**src/rtl/uart_tx_engine.sv**
```systemverilog
// uart_tx_engine
//   UART transmitter with an integrated transmit FIFO. It runs on SysClk and
//   uses a programmable baud divisor. Parity (none/even/odd), one or two stop
//   bits and CTS flow control are selected at runtime.
//
// Ports
//   SysClk        system clock, rising edge
//   Rst           asynchronous, active-high reset
//   Tx_Data       word to enqueue
//   Tx_Push       enqueue Tx_Data this cycle
//   Baud_Div      SysClk cycles per bit minus 1
//   Parity_Mode   00 none, 01 even, 10 odd, 11 none
//   Two_Stop      1 = two stop bits
//   CTS           clear-to-send, sampled only between frames
//   Tx            serial output, idle high, LSB first (registered)
//   Tx_Busy       frame in progress
//   FIFO_Empty    FIFO holds no entries
//   FIFO_Full     FIFO holds FIFO_DEPTH entries
//   FIFO_Overflow one-cycle pulse after a dropped push
//   FIFO_Count    current FIFO occupancy
//
// state    | meaning
// ---------+-------------------------------------------------------------
// S_IDLE   | line high; pop the head and latch frame config when CTS allows
// S_START  | start bit (low) for one bit time
// S_DATA   | DATA_BITS data bits, LSB first
// S_PARITY | parity bit, only when parity is enabled
// S_STOP   | one or two stop bits (high)

module uart_tx_engine #(
    parameter int DATA_BITS  = 8,
    parameter int FIFO_DEPTH = 16,
    parameter int DIV_WIDTH  = 16
) (
    input  logic                               SysClk,
    input  logic                               Rst,
    input  logic [DATA_BITS-1:0]               Tx_Data,
    input  logic                               Tx_Push,
    input  logic [DIV_WIDTH-1:0]               Baud_Div,
    input  logic [1:0]                         Parity_Mode,
    input  logic                               Two_Stop,
    input  logic                               CTS,
    output logic                               Tx,
    output logic                               Tx_Busy,
    output logic                               FIFO_Empty,
    output logic                               FIFO_Full,
    output logic                               FIFO_Overflow,
    output logic [$clog2(FIFO_DEPTH+1)-1:0]    FIFO_Count
);

    localparam int CNT_W = $clog2(FIFO_DEPTH + 1);
    localparam int PTR_W = $clog2(FIFO_DEPTH);
    localparam int IDX_W = $clog2(DATA_BITS);
    localparam logic [CNT_W-1:0] CNT_FULL = CNT_W'(FIFO_DEPTH);
    localparam logic [IDX_W-1:0] IDX_LAST = IDX_W'(DATA_BITS - 1);

    typedef enum logic [2:0] {
        S_IDLE,
        S_START,
        S_DATA,
        S_PARITY,
        S_STOP
    } state_t;

    // ---------------------------------------------------------------- FIFO
    logic [DATA_BITS-1:0] mem [FIFO_DEPTH];
    logic [PTR_W-1:0]     wr_ptr;
    logic [PTR_W-1:0]     rd_ptr;
    logic [CNT_W-1:0]     count_q;
    logic [CNT_W-1:0]     count_d;
    logic [DATA_BITS-1:0] head;
    logic                 pop;
    logic                 push_ok;

    // A push into a full FIFO is accepted when the FSM pops in the same cycle.
    assign push_ok = Tx_Push && (!FIFO_Full || pop);
    assign head    = mem[rd_ptr];

    always_comb begin
        count_d = count_q;
        case ({push_ok, pop})
            2'b10:   count_d = count_q + CNT_W'(1);
            2'b01:   count_d = count_q - CNT_W'(1);
            default: count_d = count_q;
        endcase
    end

    always_ff @(posedge SysClk or posedge Rst) begin
        if (Rst) begin
            wr_ptr        <= '0;
            rd_ptr        <= '0;
            count_q       <= '0;
            FIFO_Empty    <= 1'b1;
            FIFO_Full     <= 1'b0;
            FIFO_Overflow <= 1'b0;
        end else begin
            if (push_ok) begin
                wr_ptr <= wr_ptr + PTR_W'(1);
            end
            if (pop) begin
                rd_ptr <= rd_ptr + PTR_W'(1);
            end
            count_q       <= count_d;
            FIFO_Empty    <= (count_d == '0);
            FIFO_Full     <= (count_d == CNT_FULL);
            FIFO_Overflow <= Tx_Push && FIFO_Full && !pop;
        end
    end

    // Storage needs no reset; the pointers define what is valid.
    always_ff @(posedge SysClk) begin
        if (push_ok) begin
            mem[wr_ptr] <= Tx_Data;
        end
    end

    assign FIFO_Count = count_q;

    // ----------------------------------------------------------------- FSM
    state_t               state_q,    state_d;
    logic [DATA_BITS-1:0] shift_q,    shift_d;
    logic [DIV_WIDTH-1:0] timer_q,    timer_d;
    logic [DIV_WIDTH-1:0] div_q,      div_d;
    logic [IDX_W-1:0]     bit_idx_q,  bit_idx_d;
    logic                 stop_idx_q, stop_idx_d;
    logic                 par_en_q,   par_en_d;
    logic                 par_bit_q,  par_bit_d;
    logic                 two_stop_q, two_stop_d;
    logic                 tx_q,       tx_d;
    logic                 bit_done;

    assign bit_done = (timer_q == '0);

    always_ff @(posedge SysClk or posedge Rst) begin
        if (Rst) begin
            state_q    <= S_IDLE;
            shift_q    <= '0;
            timer_q    <= '0;
            div_q      <= '0;
            bit_idx_q  <= '0;
            stop_idx_q <= 1'b0;
            par_en_q   <= 1'b0;
            par_bit_q  <= 1'b0;
            two_stop_q <= 1'b0;
            tx_q       <= 1'b1;
        end else begin
            state_q    <= state_d;
            shift_q    <= shift_d;
            timer_q    <= timer_d;
            div_q      <= div_d;
            bit_idx_q  <= bit_idx_d;
            stop_idx_q <= stop_idx_d;
            par_en_q   <= par_en_d;
            par_bit_q  <= par_bit_d;
            two_stop_q <= two_stop_d;
            tx_q       <= tx_d;
        end
    end

    // tx_d is the line level for the next cycle, so Tx comes straight from a flop.
    always_comb begin
        state_d    = state_q;
        shift_d    = shift_q;
        timer_d    = timer_q;
        div_d      = div_q;
        bit_idx_d  = bit_idx_q;
        stop_idx_d = stop_idx_q;
        par_en_d   = par_en_q;
        par_bit_d  = par_bit_q;
        two_stop_d = two_stop_q;
        tx_d       = tx_q;
        pop        = 1'b0;

        if (state_q != S_IDLE && !bit_done) begin
            timer_d = timer_q - DIV_WIDTH'(1);
        end

        case (state_q)
            S_IDLE: begin
                tx_d = 1'b1;
                if (!FIFO_Empty && CTS) begin
                    pop        = 1'b1;
                    shift_d    = head;
                    div_d      = Baud_Div;
                    timer_d    = Baud_Div;
                    par_en_d   = (Parity_Mode == 2'b01) || (Parity_Mode == 2'b10);
                    // Parity is fixed at pop time so the frame is independent of later config.
                    par_bit_d  = (^head) ^ (Parity_Mode == 2'b10);
                    two_stop_d = Two_Stop;
                    tx_d       = 1'b0;
                    state_d    = S_START;
                end
            end
            S_START: begin
                if (bit_done) begin
                    tx_d      = shift_q[0];
                    shift_d   = shift_q >> 1;
                    bit_idx_d = '0;
                    timer_d   = div_q;
                    state_d   = S_DATA;
                end
            end
            S_DATA: begin
                if (bit_done) begin
                    timer_d = div_q;
                    if (bit_idx_q == IDX_LAST) begin
                        if (par_en_q) begin
                            tx_d    = par_bit_q;
                            state_d = S_PARITY;
                        end else begin
                            tx_d       = 1'b1;
                            stop_idx_d = 1'b0;
                            state_d    = S_STOP;
                        end
                    end else begin
                        tx_d      = shift_q[0];
                        shift_d   = shift_q >> 1;
                        bit_idx_d = bit_idx_q + IDX_W'(1);
                    end
                end
            end
            S_PARITY: begin
                if (bit_done) begin
                    tx_d       = 1'b1;
                    timer_d    = div_q;
                    stop_idx_d = 1'b0;
                    state_d    = S_STOP;
                end
            end
            S_STOP: begin
                if (bit_done) begin
                    tx_d = 1'b1;
                    if (two_stop_q && !stop_idx_q) begin
                        stop_idx_d = 1'b1;
                        timer_d    = div_q;
                    end else begin
                        state_d = S_IDLE;
                    end
                end
            end
            default: begin
                tx_d    = 1'b1;
                state_d = S_IDLE;
            end
        endcase
    end

    assign Tx      = tx_q;
    assign Tx_Busy = (state_q != S_IDLE);

endmodule

```
**config.mk**
```make
export PLATFORM = sky130hd
export DESIGN_NAME = uart_tx_engine
export DESIGN_NICKNAME = d
export VERILOG_FILES = /design/src/rtl/uart_tx_engine.sv
export SDC_FILE = /design/constraint.sdc
export NUM_CORES = 1
export LEC_CHECK = 0
export CAP_MARGIN = 10
export CELL_PAD_IN_SITES_DETAIL_PLACEMENT = 0
export CELL_PAD_IN_SITES_GLOBAL_PLACEMENT = 1
export CORE_AREA = 8 8 213 113
export DETAILED_ROUTE_END_ITERATION = 10
export DIE_AREA = 0 0 221 121
export PLACE_DENSITY_LB_ADDON = 0.05
export SLEW_MARGIN = 20
export SYNTH_ARGS = -nofsm -noshare
export SYNTH_HDL_FRONTEND = slang
export SYNTH_SLANG_ARGS = --single-unit
```
**constraint.sdc**
```tcl
create_clock -name SysClk -period 4.2 [get_ports SysClk]
set_input_delay 0.63 -clock SysClk [delete_from_list [all_inputs] [get_ports SysClk]]
set_output_delay 0.63 -clock SysClk [all_outputs]
set_load 0.01 [all_outputs]
```
# Yosys cells after proc, flatten, opt, wreduce, memory -nomap -nowiden
# Memory sizes are Yosys's and may differ from the RTL's.
# Index checks and enable logic that the tools add are counted.
# totals
in_bits	31
output_inout_bits	10
regBits	67
word_cells	117
mem_count	1
ramBits	128
# classes
addsub	6
reduce_logical	29
n_eq_ne	21
bitwise_logic	1
mux	43
# memory_table
name	words	word_bits	read_ports	rd_clocked_by_memory_dff	write_ports	line_no	rtl
mem	16	8	1	0	1	66	logic [DATA_BITS-1:0] mem [FIFO_DEPTH];
# op_table
op	n
$mux W16	5
$pmux W16 S3	1
$mux W3	11
$mux W8	4
$pmux W8 S3	1
$ne A2 B2 Y1 const B	10
$logic_not A16 Y1	1
$mux W1	16
$sub A16 B1 Y16 const B	1
$pmux W3 S5	1
$reduce_and A7 Y1	2
$pmux W5 S2	1
$reduce_bool A3 Y1	3
$add A4 B1 Y4 const B	2
$reduce_xor A8 Y1	1
$eq A3 B2 Y1 const B	2
$eq A3 B3 Y1 const B	2
$logic_and A1 B1 Y1	6
$pmux W3 S2	1
$add A5 B1 Y5 const B	1
$eq A5 B5 Y1 const B	1
$logic_not A1 Y1	5
$logic_not A5 Y1	1
$reduce_and A5 Y1	1
other kinds (17)	20

# Logic depth before layout (Yosys ltp)
# depth
ltp_word	9
mapped_depth	15
ltp_nobuf	13

# Worst setup path before layout
# No wires, ideal clock.
# synth_path
path_kind	register to register
start	register state_q[0]
end	register FIFO_Full
stages_incl_launch_ff	16
arrival_time_ps	3479
setup_ps	73
t_required_ps	4127
slack_ps	648
period_less_slack_ps	3552
path_buffers	2
path_cell_list	dfrtp_1 -> or3_1 -> or2_1 -> clkbuf_1 -> a21boi_2 -> inv_1 -> ha_1 -> clkbuf_1 -> xor2_1 -> ha_1 -> a21oi_1 -> xor2_1 -> nor2_1 -> xor2_1 -> or4_1 -> nor2b_1
# synth_between
elab_chain_cells	7
elab_cells_between_ends	8
cone_classes	3 x eq/ne; 2 x mux; 3 x reduce/logical
# synth_rtl
element	line_no	rtl
from (decl)	120	state_t state_q, state_d;
from (signal assigned)	147	state_q <= state_d;
$logic_not A3 Y1 (*)	178	case (state_q)
$mux W1 (*)	178	
$logic_or A1 B1 Y1	76	assign push_ok = Tx_Push && (!FIFO_Full || pop);
$logic_and A1 B1 Y1	76	
$eq A2 B1 Y1 or $eq A2 B2 Y1 (tied branches)	81	case ({push_ok, pop})
$pmux W5 S2 (*)	81	
via count_d[2]	70	logic [CNT_W-1:0] count_d;
$eq A5 B5 Y1 (*)	105	FIFO_Full <= (count_d == CNT_FULL);
to (signal assigned)	105	
to (decl)	46	output logic FIFO_Full,
# The timed path passes the listed nets; every way through them passes the cells marked *.
# A chain may end at the register's enable or synchronous reset.

# Worst setup path in the final report
# Same ends and word-level chain as after synthesis.

==> impl_metrics.yaml <==
timing:
  min_period_ns: 3.552
  hold-worst-slack_ns: 0.4801
  grt_setup_unrepaired: "no"
  max_freq_mhz: 281.5
  relSlewSlack_pct: 34.41
  worst_slew_pin_slew_ns: 0.9838
  drv_slew: 0
  setup-violations-final: 0
  tns_ns: 0
  hold_viol: 0
  fin_crit_sh_pct: 84.58
  fin_skew_ns: 0.01342
logic_synthesis:
  synthSimpleGateAreaFrac_pct: 11.11
  avgSynthCellArea_sq_um: 14.26
  synth_most_common_cell: "edfxtp_1"
  synthXorXnorAreaFrac_pct: 3.473
  yosys.area.top_type_share_pct: 45.21
  synth_nets: 640
  netlist_area_sq_um: 8502
  ys_async_sr_fraction_pct: 34.36
  synth-compound-area-share_pct: 5.092
  synth.mux.area_fraction_pct: 11.05
  ys_types: 56
  synthCells: 596
  yosysTopAreaCell: "edfxtp_1"
  yosysSeqAreaShare_pct: 64.96
  synthFlopType: "edfxtp_1"
  ys_top_cells_by_count: "128 x edfxtp_1, 90 x nand2_1, 65 x dfrtp_1"
  yosysWarnings: 0
  synth_top_family_by_area: "simple AND/OR/NAND/NOR gates"
  synthTopCellsByArea: "edfxtp_1 45%, dfrtp_1 19%, mux4_2 7.7%"
  synth_edf_count: 128
  synth_seq_cells: 195
  synthAdderAreaFrac_pct: 1.913
final_layout:
  final_util_pct: 46.74
  antenna_cells: 0
  drive_above_1_share_pct: 13.83
  fin_nets: 696
  area_growth_pct: 16.32
routing:
  vias_per_cell: 5.364
  num_vias: 5069
  drt-initial-drc-count: 546
  wire_per_inst_um: 21.73
  ant_nets: 0
  drc_errors: 0
  drt_wl_total_um: 20530
  firstDrtPassIters: 5
setup_path:
  worst_r2r_endpoint: "FIFO_Full"
  crit_slowest_cell: "or4_1"
  rr_worst_depth: 13
  critical_path.endpoint_type: "flip-flop"
  crit_fanout: 25
  r2r_slack_ns: 0.65
  path_class: "flip-flop to flip-flop"
  start_kind: "flip-flop"
  startpoint: "state_q[0]"
  crit_arrival_ns: 3.92
  cp_cell_sequence: "or3_1 -> or2_1 -> buf_4 -> inv_2 -> ha_1 -> xor2_1 -> ha_1 -> a21oi_1 -> xor2_1 -> nor2_1 -> xor2_1 -> or4_1 -> nor2b_1"
  critPathCapture: "FIFO_Full"
  required_ns: 4.57
  cp_common_cell: "xor2_1"
  timing.rr.start: "state_q[0]"
  critPathMaxStageDelay_ns: 0.55
cts:
  root_buffer: "clkbuf_16"
  cts_sinks: 195
  clk_latency_ns: 0.45
  post_cts_buffers: 0
  clock_path_buffers: 2
  clkSlewWorstSetupHoldPaths_ns: 0.08
  cts_max_level: 4
  cts_buffers: 17
  cts_resized: 0
  cts_tree: "done"
  postCtsHoldBufs: 0
outcome:
  status: "finished clean"
global_route:
  grt_pass1_vias: 5100
  grt_overflow: 0
  track_usage_pct: 16.08
  grt_max_degree: 33
  grt_pass1_wl_um: 31860
  antenna_found_initial: 0
power_and_ir_drop:
  ir_worst_vdd_mv: 0.3328
  finalPower_w: 0.006256
  p_per_area_nw_per_um2: 632.6
  power.leakage_nw: 3.679
floorplan:
  pin_count: 41
  core-area_sq_um: 21160
  row_count: 38
  start_util_pct: 40.18
  dieHeight_um: 121
  die_w_um: 221
  dieArea_sq_um: 26740
run:
  max_cap_violations: 0
place:
  place.gp.congestion: 0.8305
  place_hpwl_um: 14610
  portBuffers: 40
hold_path:
  holdCritPathClass: "flip-flop to flip-flop"
==> flip-flops by register name (all words and copies together) (netlist names), 3 cells and up <==
name / cells
div_q: 16
rd_ptr: 4
bit_idx_q: 3
shift_q: 8
state_q: 3
mem: 128
timer_q: 16
FIFO_Count: 5
wr_ptr: 4
==> power breakdown <==
part / switching, W / internal (W) / total (W)
sequential: 0.000308 / 0.00244 / 0.00275
clock: 0.000749 / 0.000944 / 0.00169
combinational: 0.000899 / 0.000919 / 0.00182
==> stage by stage <==
step	std cells	cell area [sq um]	setup slack [ns]
after floorplan	596	8502	0.6483
after global placement	913	9283	0.3507
after detailed placement	913	9283	0.2735
after CTS	945	9889	0.6565
after global routing	945	9889	0.4330
final	945	9889	0.6478
==> cell usage in the layout (no fill, tap or decap), drive strengths merged, types with 11 or more instances in the layout <==
cell type / synthesis / final
o21ai: 12 / 12
dfrtp: 65 / 65
edfxtp: 128 / 128
mux4: 36 / 36
nand2: 90 / 90
xnor2: 13 / 13
clkbuf: 18 / 17
nor2: 41 / 41
o211ai: 11 / 11
inv: 14 / 18
xor2: 13 / 13
a21oi: 16 / 16
nor3: 14 / 14
clkdlybuf4s50: 0 / 40
buf: 9 / 24
ha: 13 / 13
nand3: 20 / 20
==> final cells by class <==
| cell class | instances | area, sq um |
|---|---|---|
| clock buffer | 17 | 425.4 |
| sequential | 195 | 5524 |
| tap | 280 | 350.3 |
| timing repair buffer | 64 | 580.6 |
| fill | 1836 | 11270 |
| inverter | 14 | 52.55 |
| multi-input combinational | 360 | 2775 |
| clock inverter | 15 | 181.4 |
==> kinds of logic (layout without fill, tap and decap cells) <==
| logic type | Yosys count | count (layout) |
|---|---|---|
| simple gates | 207 | 207 |
| mux | 46 | 46 |
| xor+xnor | 29 | 29 |
| flops | 195 | 195 |
| fa+ha+maj | 13 | 13 |
| buf+inv | 41 | 110 |
| compound gates | 65 | 65 |
==> metal layers <==
layer,up-vias,GRT usage [%],wire (um)
met5,-,0,0
li1,2337,-,-
met3,18,4.487,1236
met2,124,20.31,7790
met4,0,4.231,223
met1,2590,25.84,11280
==> worst min-delay path by stage <==
stage,end,start,slack [ns],cells past startpoint
finish,div_q[14],div_q[14],0.48,2
global route,div_q[10],div_q[10],0.50,2
CTS,div_q[3],div_q[3],0.48,2
detailed placement,div_q[3],div_q[3],0.46,2
global placement,div_q[5],div_q[5],0.46,2
floorplan,div_q[0],div_q[0],0.45,2
==> worst max-delay path: cells and delay by family, from the launching register on <==
kind / cells / cell delay (ns)
compound gates: 1 / 0.15
simple gates: 5 / 1.51
xor+xnor: 3 / 0.47
fa+ha+maj: 2 / 0.52
buf+inv: 2 / 0.35
flops: 1 / 0.46
Power figures use the tool's default switching activity.
